File: src/rtl/uni_counter_pkg.sv
// rtl/uni_counter_pkg.sv - shared constants and helpers for the universal counter
package uni_counter_pkg;

  localparam logic [3:0] HEX_MAX  = 4'hF;
  localparam logic [3:0] DEC_MAX  = 4'd9;
  localparam logic       MODE_HEX = 1'b1;
  localparam logic       MODE_DEC = 1'b0;

  function automatic logic [3:0] digit_max(input logic mode);
    return (mode == MODE_HEX) ? HEX_MAX : DEC_MAX;
  endfunction

endpackage

File: src/rtl/uni_counter_digit.sv
// rtl/uni_counter_digit.sv - one 4-bit hex/BCD digit cell with ripple carry/borrow
module uni_counter_digit
  import uni_counter_pkg::*;
(
  input  logic       clk,
  input  logic       clear,
  input  logic       load,
  input  logic [3:0] ld_val,
  input  logic       mode,
  input  logic       incr,
  input  logic       step_in,
  output logic [3:0] digit,
  output logic       carry_out
);

  logic [3:0] max_val;
  logic       at_max;
  logic       at_zero;
  logic       dec_over;

  assign max_val  = digit_max(mode);
  // A decimal digit above 9 (left over from hex counting) counts as MAX going up.
  assign at_max   = (digit >= max_val);
  assign at_zero  = (digit == 4'd0);
  assign dec_over = (mode == MODE_DEC) && (digit > DEC_MAX);

  assign carry_out = step_in & (incr ? at_max : at_zero);

  always_ff @(posedge clk) begin
    if (clear) begin
      digit <= 4'd0;
    end else if (load) begin
      digit <= ((mode == MODE_DEC) && (ld_val > DEC_MAX)) ? DEC_MAX : ld_val;
    end else if (step_in) begin
      if (incr) begin
        digit <= at_max ? 4'd0 : digit + 4'd1;
      end else if (dec_over) begin
        digit <= DEC_MAX;
      end else if (at_zero) begin
        digit <= max_val;
      end else begin
        digit <= digit - 4'd1;
      end
    end
  end

endmodule

File: src/rtl/uni_counter_nd.sv
// rtl/uni_counter_nd.sv - cascadable multi-digit hex/decimal up/down counter
module uni_counter_nd
  import uni_counter_pkg::*;
#(
  parameter  int NDIGITS = 2,
  localparam int DW      = 4 * NDIGITS
) (
  input  logic          clk,
  input  logic          clear,
  input  logic [DW-1:0] data,
  input  logic          load,
  input  logic          mode,
  input  logic          incr,
  input  logic          pause,
  input  logic          cin,
  output logic [DW-1:0] count,
  output logic          cout,
  output logic          wrap
);

  logic             step;
  logic [NDIGITS:0] carry;

  assign step     = cin & ~pause & ~load & ~clear;
  assign carry[0] = step;
  assign cout     = carry[NDIGITS];

  for (genvar i = 0; i < NDIGITS; i++) begin : g_digit
    uni_counter_digit u_digit (
      .clk       (clk),
      .clear     (clear),
      .load      (load),
      .ld_val    (data[4*i +: 4]),
      .mode      (mode),
      .incr      (incr),
      .step_in   (carry[i]),
      .digit     (count[4*i +: 4]),
      .carry_out (carry[i+1])
    );
  end

  // cout is already gated by step, so a load or pause edge leaves wrap low.
  always_ff @(posedge clk) begin
    if (clear) begin
      wrap <= 1'b0;
    end else begin
      wrap <= cout;
    end
  end

endmodule
File: config.mk
export PLATFORM = sky130hd
export DESIGN_NAME = uni_counter_nd
export DESIGN_NICKNAME = d
export VERILOG_FILES = /design/src/rtl/uni_counter_pkg.sv /design/src/rtl/uni_counter_digit.sv /design/src/rtl/uni_counter_nd.sv
export SDC_FILE = /design/constraint.sdc
export NUM_CORES = 1
export LEC_CHECK = 0
export ABC_CLOCK_PERIOD_IN_PS = 2300
export BUFFER_PORTS_ARGS = -buffer_cell sky130_fd_sc_hd__buf_2
export CORE_MARGIN = 5
export CORE_UTILIZATION = 30
export DETAILED_ROUTE_END_ITERATION = 8
export PLACE_DENSITY = 0.49
export SETUP_SLACK_MARGIN = 0.5
export SYNTH_ARGS = -nofsm -noshare
export SYNTH_HDL_FRONTEND = slang
export SYNTH_SLANG_ARGS = --single-unit
export TNS_END_PERCENT = 10
File: constraint.sdc
create_clock -name clk -period 2.3 [get_ports clk]
set_input_delay 0 -clock clk [delete_from_list [all_inputs] [get_ports clk]]
set_output_delay 0 -clock clk [all_outputs]
set_load 0.01 [all_outputs]
# Word level (Yosys, flattened, before mapping)
# Index checks and enable logic that the tools add are counted.
# totals
regBits,9
word_cells,47
# classes
addsub,4
magnitude_cmp,6
mux,17
n_bitwise,9
n_reduce_logical,8
# op_table
operator,count
$mux W4,14
$gt A4 B4 Y1 const B,4
$add A4 B1 Y4 const B,2
$ge A4 B4 Y1,2
$logic_not A4 Y1,2
$sub A4 B1 Y4 const B,2
$and A1 B1 Y1,5
$logic_and A1 B1 Y1,4
$not A1 Y1,4
$reduce_bool A2 Y1,2
$mux W3,1
$mux W1,2

# Depth between registers and ports, before layout
# Gate-level depths: netlist of the first run.
# logic_depth
word_depth,7
depth_mapped,8

# Hierarchy
# From an unflattened synthesis of the first run, not the netlist that was laid out.
# hier_totals
cells_unflattened,139
area_unflattened_um2,1147.4
# modules_own_cells
module,instances,cells_per_inst,area_each_um2,seq_area_each_um2
uni_counter_digit,2,68,553.0,80.1
uni_counter_nd,1,3,41.3,20.0

# Worst setup path after synthesis of the first run
# Ideal clock, no wire load.
# synth_path
path_type,register to register
startpoint,register g_digit[0].u_digit.digit[1]
endpoint,register g_digit[0].u_digit.digit[2]
arrival_time_ns,1.918
required_time_ns,2.232
slack_ns,0.315
path_stages_with_launch,7
period_less_slack_ns,1.985
cell_sequence,dfxtp_1 ha_1 a211oi_2 nor3b_2 or4b_1 a31o_1 a21oi_2
# synth_via
elab_chain_cells,6
elab_cells_between_ends,12
cone_classes,add/sub: 2; order compare: 2; mux: 6; reduce/logical: 2
# synth_lines
element,line,text
"start, declared",uni_counter_digit.sv:12,"output logic [3:0] digit,"
"start signal, assigned",uni_counter_digit.sv:33,digit <= ((mode == MODE_DEC) && (ld_val > DEC_MAX)) ? DEC_MAX : ld_val;
"start signal, assigned",uni_counter_digit.sv:36,digit <= at_max ? 4'd0 : digit + 4'd1;
"start signal, assigned",uni_counter_digit.sv:40,digit <= max_val;
$sub A4 B1 Y4 (tied with other cells),uni_counter_digit.sv:42,digit <= digit - 4'd1;
$mux W4 or $logic_and A1 B1 Y1 (tied branches),"uni_counter_digit.sv:39, uni_counter_digit.sv:25",
$mux W4,uni_counter_digit.sv:37,end else if (dec_over) begin
$mux W4 *,uni_counter_digit.sv:35,if (incr) begin
$mux W4 *,uni_counter_digit.sv:34,end else if (step_in) begin
$mux W4 *,uni_counter_digit.sv:32,end else if (load) begin
# Every way passes the cells marked *; elsewhere a longest branch is shown, timed or not. The select of a mux whose other input is x is not followed.
# A chain may end at the register's enable or synchronous reset.

# Worst setup path after layout of the first run
# Ends and elaborated chain as after synthesis.

==> flow_summary.toml, run 1 <==
[worst_setup_path]
slowest_stage = "or4b_1"
cp-end-kind = "flop"
worstPathRequired_ns = 2.50
setup.worst_path.start_class = "flop"
r2r_start = "g_digit[0].u_digit.digit[1]$_SDFFE_PP0P_"
regToRegSetupSlack_ns = 0.41
cp_slowest_stage_delay_ns = 0.50
rr_endpoint = "g_digit[0].u_digit.digit[2]$_SDFFE_PP0P_"
path_max_fanout = 7
arrival_ns = 2.09
r2r_cells = 6
worstPathCellList = "ha_4 -> a211oi_4 -> nor3b_4 -> or4b_1 -> a31o_1 -> a21oi_2"
criticalPathCategory = "reg -> reg"

[logic_synthesis]
yosys_warnings = 0
postSynthCellCount = 132
ys_seq_elements = 9
syn_area_mm2 = 0.00104
yosysTopAreaCellShare_pct = 17.3
ys_top_cells_by_count = "nor2_1 (14), ha_1 (12), a21oi_1 (11), dfxtp_1 (9)"
syn_avg_cell_area_um2 = 7.88
seq_area_frac_synth_pct = 17.3
synth_cell_types = 42
synthArstFlopShare_pct = 0
synth_edf_count = 0
synth.area.top_cells = "dfxtp_1 (17%), ha_1 (14%), a21oi_1 (5.3%), nor2_1 (5.1%), o2111a_1 (3.2%)"
ys.flop_type = "dfxtp_1"
synth_area_leader_cell = "dfxtp_1"
post-synth-top-count-cell = "nor2_1"
synth_fp_nets = 159

[sta]
rsz0062_at_grt = "yes"
fin_crit_ns = 1.89
maxSlewViolCount = 0
skew_ns = 0.00385
setup_ws_ns = 0.412
tightest_slew_ns = 0.479
max_freq_mhz = 530
fin_setup_tns_ns = 0
fin_crit_sh_pct = 82.1
final-hold-violation-count = 0
finalSetupViolations = 0
relSlewSlack_pct = 68.0

[floorplan]
die-area_mm2 = 0.00474
coreArea_mm2 = 0.00334
fp-row-count = 21
die_w_um = 68.9
io_pins = 25
chipHeight_um = 68.9
start_util_pct = 31.2

[clock_network]
clock_sinks = 9
cts_max_path_buffers = 2
cts-hold-fix-buffers = 0
cts_tree = "yes"
cts_root_buf = "clkbuf_4"
numCtsBuffers = 3
clk_latency_ns = 0.27
post_cts_resized = 12
cts.clk_slew.worst_paths_ns = 0.07
cts_setup_buffers = 0
h-tree-depth = 1

[grt]
first_global_vias = 944
track_usage_pct = 13.2
grt_first_pass_wirelength_um = 4680
grt_max_degree = 18
antenna_found_initial = 0
globalRouteOverflowTotal = 0

[routing]
finalWirelength_um = 2880
drc = 0
drt_iter0_markers = 42
vias_per_cell = 5.34
drt_pass1_iterations = 4
routedWlPerCell_um = 14.5
vias = 1063
antenna_left = 0

[cells_and_area]
final_cells = 199
areaGrowthSynthToFinish_pct = 22.0
num_antenna_cells = 0
multi_input_area_um2 = 832
postLayoutCellArea_mm2 = 0.00127
nets = 181
fillers = 357
drive_gt1_share_pct = 35.3
seq_area_um2 = 195

[power]
peakVddDrop_mv = 0.202
p_total_w = 0.000549
leakage_nw = 0.526
p_per_area_mw_per_mm2 = 432

[hold_path]
whs_path_depth = 3
hold_path_startpoint = "data[7]"
hold_path_class = "in -> reg"
hold_end = "g_digit[1].u_digit.digit[3]$_SDFFE_PP0P_"

[status]
run_status = "finished clean"

[placement]
gp_congestion = 0.823
hpwl_um = 2220
post_dp_cell_area_mm2 = 0.00121
dp.cells = 195
dp_slack_ns = 0.248
portBuffers = 24

[flow_run]
drv_cap = 0
area by class of cell:
cell class / count / share of cell area, %
Clock buffer: 4 / 2.07
Sequential cell: 9 / 15.4
Multi-Input combinational cell: 107 / 65.6
Timing Repair Buffer: 25 / 10.1
Tap cell: 46 / 4.54
Inverter: 8 / 2.37
where the power goes:
part | switching, W | total [W] | internal (W)
clock | 0.0000670 | 0.000134 | 0.0000671
sequential | 0.0000296 | 0.000198 | 0.000169
combinational | 0.000116 | 0.000216 | 0.000100
worst max-delay path, delay by kind of cell (launching register included):
family	cells	cell delay [ns]
AO/OA/AOI/OAI	3	0.60
adder cells (fa/ha/maj)	1	0.21
flip-flops	1	0.40
AND/OR/NAND/NOR	2	0.61
routing by layer:
layer  wire length (um)  vias to the layer above  global-route usage [%]
met5                  0                        -                       0
met4                 16                        0                    3.65
met3                194                        2                    2.76
met2               1310                       38                    18.8
met1               1360                      485                    19.6
li1                   -                      538                       -
flip-flops by register name, summed over array words and instances, names as in the netlist:
name / count
g_digit.u_digit.digit: 8
wrap: 1
cell families after synthesis:
kind of cell / count (synthesis) / share of synthesized area, %
AO/OA/AOI/OAI: 43 / 30.4
XOR/XNOR: 1 / 0.843
adder cells (fa/ha/maj): 12 / 14.4
buffers and inverters: 16 / 6.14
flip-flops: 9 / 17.3
multiplexers: 3 / 3.49
AND/OR/NAND/NOR: 48 / 27.3
cell usage in the layout, fill, tap and decap left out, types with 3 or more instances in the layout:
cell type	count
o2111a_1	3
o211ai_1	3
o21ai_0	5
clkbuf_4	3
nand2_1	8
inv_2	3
dfxtp_1	3
a31oi_1	5
nand3_1	3
dfxtp_2	3
a21oi_1	11
dfxtp_4	3
nand2b_1	4
nor2_1	12
buf_2	24
inv_1	5
nor3_1	5
ha_1	11
worst max path at each step:
stage	startpoint	to	slack, ns	depth (start not counted)
6_report	g_digit[0].u_digit.digit[1]$_SDFFE_PP0P_	g_digit[0].u_digit.digit[2]$_SDFFE_PP0P_	0.41	6
3_3_place_gp	g_digit[0].u_digit.digit[2]$_SDFFE_PP0P_	g_digit[1].u_digit.digit[0]$_SDFFE_PP0P_	0.23	6
3_5_place_dp	g_digit[0].u_digit.digit[2]$_SDFFE_PP0P_	g_digit[1].u_digit.digit[0]$_SDFFE_PP0P_	0.25	6
2_1_floorplan	g_digit[0].u_digit.digit[1]$_SDFFE_PP0P_	g_digit[1].u_digit.digit[0]$_SDFFE_PP0P_	0.47	8
5_1_grt	g_digit[0].u_digit.digit[1]$_SDFFE_PP0P_	g_digit[0].u_digit.digit[2]$_SDFFE_PP0P_	0.35	6
4_1_cts	g_digit[0].u_digit.digit[1]$_SDFFE_PP0P_	g_digit[1].u_digit.digit[0]$_SDFFE_PP0P_	0.41	7
per-stage QoR:
stage | util (%) | hold slack [ns]
after floorplan | - | 0.157
after global placement | 36.2 | 0.288
after detailed placement | 36.2 | 0.291
after CTS | 38.0 | 0.00749
after global routing | 38.0 | 0.0337
final | 38.0 | 0.00825
Note: power is estimated with default switching activity, not from simulation.
==> inputs of run 2 (changes only) <==
--- a/config.mk
+++ b/config.mk
@@ -5,12 +5,13 @@
 export SDC_FILE = /design/constraint.sdc
 export NUM_CORES = 1
 export LEC_CHECK = 0
-export ABC_CLOCK_PERIOD_IN_PS = 2300
+export ABC_AREA = 1
+export ABC_CLOCK_PERIOD_IN_PS = 1600
 export BUFFER_PORTS_ARGS = -buffer_cell sky130_fd_sc_hd__buf_2
 export CORE_MARGIN = 5
 export CORE_UTILIZATION = 30
 export DETAILED_ROUTE_END_ITERATION = 8
-export PLACE_DENSITY = 0.49
+export PLACE_DENSITY = 0.5
 export SETUP_SLACK_MARGIN = 0.5
 export SYNTH_ARGS = -nofsm -noshare
 export SYNTH_HDL_FRONTEND = slang
==> constraint.sdc (replaced) <==
create_clock -name clk -period 1.6 [get_ports clk]
set_input_delay 0 -clock clk [delete_from_list [all_inputs] [get_ports clk]]
set_output_delay 0 -clock clk [all_outputs]
set_load 0.01 [all_outputs]
==> run 2 against run 1 <==
Clock skew decreased by 0.0015 ns; cell area increased by 20%; setup slack got worse by 0.38 ns; combinational power increased by 93%.
==> flow_summary.toml, run 2 <==
[status]
run_status = "finished clean"

[sta]
skew_ns = 0.00237
fin_setup_tns_ns = 0
rsz0062_at_grt = "yes"
max_freq_mhz = 639
fin_crit_ns = 1.56
fin_crit_sh_pct = 97.8
final-hold-violation-count = 0
relSlewSlack_pct = 69.2
finalSetupViolations = 0
tightest_slew_ns = 0.462
maxSlewViolCount = 0

[power]
peakVddDrop_mv = 0.351
seqPwrFrac_pct = 31.8
comb_power_share_pct = 48.1
p_per_area_mw_per_mm2 = 568
p_int_w = 0.000510
leakage_nw = 0.727
p_sw_w = 0.000357
clockPowerShare_pct = 20.2
p_sw_share_pct = 41.2

[cells_and_area]
top_regs = "g_digit.u_digit.digit (8), wrap (1)"
layout_common_cells = "nand2_1 (33), buf_2 (24), nor2_1 (14), buf_4 (13)"
nets = 233
areaGrowthSynthToFinish_pct = 44.1
layout_commonest_cell = "nand2_1"
top_register = "g_digit.u_digit.digit"
drive_gt1_share_pct = 43.4
largest_register_ffs = 8
postLayoutCellArea_mm2 = 0.00153
fillers = 359
num_antenna_cells = 0

[logic_synthesis]
yosys_warnings = 0
ys_seq_elements = 9
postSynthCellCount = 166
synth_edf_count = 0
yosysTopAreaCellShare_pct = 17.0
syn_avg_cell_area_um2 = 6.38
seq_area_frac_synth_pct = 17.0
synth.area.top_cells = "dfxtp_1 (17%), ha_1 (14%), nand2_1 (13%), nand3_1 (7.1%), nor2_1 (5.7%)"
syn_area_mm2 = 0.00106
ys.flop_type = "dfxtp_1"
synth_area_leader_cell = "dfxtp_1"
post-synth-top-count-cell = "nand2_1"
synth_fp_nets = 193
synth_cell_types = 27
synthArstFlopShare_pct = 0
ys_top_cells_by_count = "nand2_1 (37), nor2_1 (16), inv_1 (15), nand3_1 (15), ha_1 (12)"

[routing]
routedWlPerCell_um = 13.3
drt_pass1_iterations = 4
finalWirelength_um = 3330
vias_per_cell = 5.08
antenna_left = 0
drt_iter0_markers = 51
vias = 1276
drc = 0

[worst_setup_path]
worstPathRequired_ns = 1.60
setup.worst_path.start_class = "flop"
cp-startpoint = "g_digit[1].u_digit.digit[1]$_SDFFE_PP0P_"
r2r_start = "g_digit[0].u_digit.digit[1]$_SDFFE_PP0P_"
rr_endpoint = "g_digit[1].u_digit.digit[2]$_SDFFE_PP0P_"
arrival_ns = 1.56
r2r_cells = 10
cp-end-kind = "output pin"
endpoint = "cout"
criticalPathCategory = "reg -> out"
regToRegSetupSlack_ns = 0.09
path_max_fanout = 4

[placement]
gp_congestion = 0.812
portBuffers = 24
hpwl_um = 2400
post_dp_cell_area_mm2 = 0.00128

[clock_network]
cts.clk_slew.worst_paths_ns = 0.06
clk_latency_ns = 0.26
numCtsBuffers = 3
cts_max_path_buffers = 2
clock_sinks = 9
cts_tree = "yes"
cts_root_buf = "clkbuf_4"
h-tree-depth = 1

[flow_run]
drv_cap = 0

[grt]
globalRouteOverflowTotal = 0
track_usage_pct = 13.2
first_global_vias = 1210
grt_max_degree = 14
grt_first_pass_wirelength_um = 5450
antenna_found_initial = 0

[floorplan]
die-area_mm2 = 0.00482
coreArea_mm2 = 0.00339
fp-row-count = 21
start_util_pct = 31.2
die_w_um = 69.4
chipHeight_um = 69.4
io_pins = 25

[hold_path]
hold_path_class = "in -> reg"
whs_path_depth = 4
==> run 2: cell types whose count changed after synthesis, sizes merged, moves of 3 or more <==
cell | before | now
nand3 | 3 | 18
clkbuf | 4 | 0
nor3 | 7 | 1
inv | 8 | 20
nand4 | 2 | 5
nor2 | 14 | 17
nand2b | 4 | 0
nand2 | 8 | 39
o21ai | 5 | 16
o2111a | 3 | 0
o211ai | 3 | 0
==> run 2: cells by family (layout without fill, tap and decap cells) <==
kind of cell,after synthesis,in the layout,share of synthesized area (%)
AO/OA/AOI/OAI,38,38,20.6
buffers and inverters,24,63,10.4
flip-flops,9,9,17.0
AND/OR/NAND/NOR,80,80,35.3
XOR/XNOR,3,3,2.48
adder cells (fa/ha/maj),12,12,14.2
==> run 2: cell type report <==
| type | count | area (um^2) | area share, % |
|---|---|---|---|
| Timing Repair Buffer | 39 | 239 | 15.7 |
| Inverter | 20 | 77.6 | 5.09 |
| Clock buffer | 4 | 26.3 | 1.72 |
| Multi-Input combinational cell | 133 | 927 | 60.8 |
| Tap cell | 46 | 57.6 | 3.77 |
| Sequential cell | 9 | 198 | 13.0 |
==> run 2: per-layer routing <==
layer	GRT usage (%)	wire length [um]	vias up
li1	-	-	642
met5	0	0	-
met4	4.56	26	0
met2	21.7	1600	35
met1	17.8	1580	595
met3	1.45	126	4
==> run 2: worst min-delay path by stage <==
stage	start	end	slack [ns]
floorplan	clear	g_digit[0].u_digit.digit[0]$_SDFFE_PP0P_	0.06
global placement	clear	g_digit[0].u_digit.digit[3]$_SDFFE_PP0P_	0.24
detailed placement	clear	g_digit[0].u_digit.digit[0]$_SDFFE_PP0P_	0.23
CTS	clear	g_digit[1].u_digit.digit[1]$_SDFFE_PP0P_	0.03
global route	clear	g_digit[1].u_digit.digit[3]$_SDFFE_PP0P_	0.05
finish	clear	g_digit[1].u_digit.digit[1]$_SDFFE_PP0P_	0.03
==> run 2: timing repair <==
action,in CTS,in global routing
resized for setup,10,22
setup endpoints to repair,10,10
hold buffers,1,0
buffers inserted,10,0
endpoints found under the hold margin,2,0
pin swaps,10,9
==> run 2: power groups by stage <==
stage | Combinational, W | Sequential [W] | Clock [W]
finish | 0.000417 | 0.000275 | 0.000175
global route | 0.000462 | 0.000280 | 0.000189
CTS | 0.000370 | 0.000274 | 0.000180
detailed placement | 0.000331 | 0.000279 | 0
global placement | 0.000328 | 0.000279 | 0
floorplan | 0.000231 | 0.000280 | 0
==> run 2: critical path: stages, from the launching register on <==
cell,delay (ns)
dfxtp_4,0.37
ha_4,0.26
a21o_1,0.12
nand3_2,0.08
nand2_2,0.08
nor2_4,0.04
a211oi_2,0.21
buf_2,0.17
==> run 2: per-stage QoR <==
step / utilization [%] / setup WS [ns] / power [W] / instances / hold slack [ns]
after CTS: 42.5 / 0.0368 / 0.000823 / 251 / 0.0337
after global routing: 45.0 / -0.0538 / 0.000931 / 251 / 0.0511
after detailed placement: 37.9 / 0.0911 / 0.000610 / 236 / 0.235
after floorplan: - / 0.258 / 0.000512 / 166 / 0.0617
final: 45.0 / 0.0351 / 0.000867 / 251 / 0.0337
after global placement: 37.9 / 0.0940 / 0.000607 / 236 / 0.238
==> inputs of run 3 (changes only) <==
--- a/config.mk
+++ b/config.mk
@@ -8,6 +8,7 @@
 export ABC_AREA = 1
 export ABC_CLOCK_PERIOD_IN_PS = 1600
 export BUFFER_PORTS_ARGS = -buffer_cell sky130_fd_sc_hd__buf_2
+export CORE_ASPECT_RATIO = 0.6
 export CORE_MARGIN = 5
 export CORE_UTILIZATION = 30
 export DETAILED_ROUTE_END_ITERATION = 8
==> run 3 against run 2 <==
Core utilization increased by 1.2 points; global-route usage increased by 1.5 points; non-clock buffer count decreased by 2; fmax increased by 2.0%; cell area increased by 0.66%; clock skew about the same; setup slack improved by 0.031 ns; clock power increased by 54%; critical endpoint unchanged.
==> flow_summary.toml, run 3 (same netlist as run 2, synthesis figures left out) <==
[routing]
drt_iter0_markers = 121
routedWlPerCell_um = 14.1
drc = 0
vias = 1248
antenna_left = 0
finalWirelength_um = 3490
vias_per_cell = 5.03
drt_pass1_iterations = 4

[cells_and_area]
areaGrowthSynthToFinish_pct = 45.0
nets = 231
drive_gt1_share_pct = 41.9
num_antenna_cells = 0
layout_commonest_cell = "nand2_1"
layout_common_cells = "nand2_1 (34), buf_2 (24), nor2_1 (13)"
postLayoutCellArea_mm2 = 0.00154
top_regs = "g_digit.u_digit.digit (8), wrap (1)"
final_cells = 248
largest_register_ffs = 8
top_register = "g_digit.u_digit.digit"

[grt]
antenna_found_initial = 0
grt_first_pass_wirelength_um = 5690
use_met2_pct = 20.0
track_usage_pct = 14.7
grt_max_degree = 14
first_global_vias = 1198
grt-busiest-layer = "met1"
globalRouteOverflowTotal = 0
grt_use_met1_pct = 22.7
use_met3_pct = 3.85

[sta]
finalSetupViolations = 0
final-hold-violation-count = 0
rsz0062_at_grt = "yes"
max_freq_mhz = 652
whs_ns = 0.0873
fin_crit_ns = 1.53
relSlewSlack_pct = 67.9
fin_crit_sh_pct = 95.9
maxSlewViolCount = 0
tightest_slew_ns = 0.481
skew_ns = 0.00226
fin_setup_tns_ns = 0

[floorplan]
chipHeight_um = 56.0
coreArea_mm2 = 0.00332
die-area_mm2 = 0.00486
die_w_um = 86.7
fp-row-count = 16
start_util_pct = 31.9
io_pins = 25

[worst_setup_path]
worstPathRequired_ns = 1.60
worstPathCellList = "ha_4 -> a21o_1 -> nand3_2 -> nand2_2 -> nor2_4 -> a211oi_2 -> buf_2"
cp-end-kind = "output pin"
path_max_fanout = 4
critPathTopFamily = "flip-flops"
setup.worst_path.start_class = "flop"
criticalPathCategory = "reg -> out"
arrival_ns = 1.53
cp_slowest_stage_delay_ns = 0.36
slowest_stage = "dfxtp_4"
worst-path-buf-inv = 1

[clock_network]
cts.clk_slew.worst_paths_ns = 0.05
clock_sinks = 9
cts_root_buf = "clkbuf_8"
h-tree-depth = 1
clk_latency_ns = 0.23
cts_tree = "yes"
numCtsBuffers = 3
cts_max_path_buffers = 2

[placement]
gp_congestion = 0.824
portBuffers = 24
dp.cells = 234
post_dp_cell_area_mm2 = 0.00128
hpwl_um = 2550

[power]
leakage_nw = 0.735
p_total_w = 0.000955
peakVddDrop_mv = 0.260
p_per_area_mw_per_mm2 = 622

[hold_path]
hold_path_class = "in -> reg"

[flow_run]
drv_cap = 0

[status]
run_status = "finished clean"
run 3: final timing paths:
| path | cells past startpoint | to | slack (ns) | startpoint |
|---|---|---|---|---|
| worst max register to register | 10 | g_digit[1].u_digit.digit[3]$_SDFFE_PP0P_ | 0.13 | g_digit[0].u_digit.digit[1]$_SDFFE_PP0P_ |
| worst min-delay path | 3 | g_digit[0].u_digit.digit[2]$_SDFFE_PP0P_ | 0.09 | data[2] |
| worst min register to register | 2 | g_digit[1].u_digit.digit[2]$_SDFFE_PP0P_ | 0.56 | g_digit[1].u_digit.digit[2]$_SDFFE_PP0P_ |
| worst max-delay path | 7 | cout | 0.07 | g_digit[1].u_digit.digit[1]$_SDFFE_PP0P_ |
run 3: area by class of cell:
| class | count | area, um^2 |
|---|---|---|
| well taps | 45 | 56.3 |
| clock buffers | 3 | 41.3 |
| repair buffers | 37 | 234 |
| flip-flops and latches | 9 | 199 |
| clock inverters | 1 | 5.00 |
| inverters | 20 | 80.1 |
| fillers | 339 | 1790 |
| multi-input cells | 133 | 920 |
run 3: report_power, final:
part | internal (W) | switching (W)
combinational | 0.000164 | 0.000240
sequential | 0.000243 | 0.0000387
clock | 0.000170 | 0.0000984
run 3: timing repair:
action | CTS | global route
endpoints found under the hold margin | 1 | 0
gates resized for setup | 12 | 21
setup endpoints to repair | 10 | 10
hold buffers | 2 | 0
pin swaps | 8 | 14
setup buffers | 8 | 0
run 3: worst min-delay path: stages:
cell and delay (ns):
buf_2 0.10, a31oi_1 0.08, a21oi_1 0.11
run 3: per-stage QoR:
stage / setup slack (ns) / utilization [%]
after detailed placement: 0.119 / 38.4
after CTS: 0.0778 / 43.4
final: 0.0658 / 46.2
after floorplan: 0.258 / -
after global placement: 0.0881 / 38.4
after global routing: 0.0165 / 46.2
run 3: per-layer routing:
| metal | part of all wire, % | vias to the layer above |
|---|---|---|
| li1 | - | 632 |
| met2 | 40 | 47 |
| met3 | 6.0 | 4 |
| met5 | 0 | - |
| met1 | 53 | 565 |
| met4 | 0.89 | 0 |
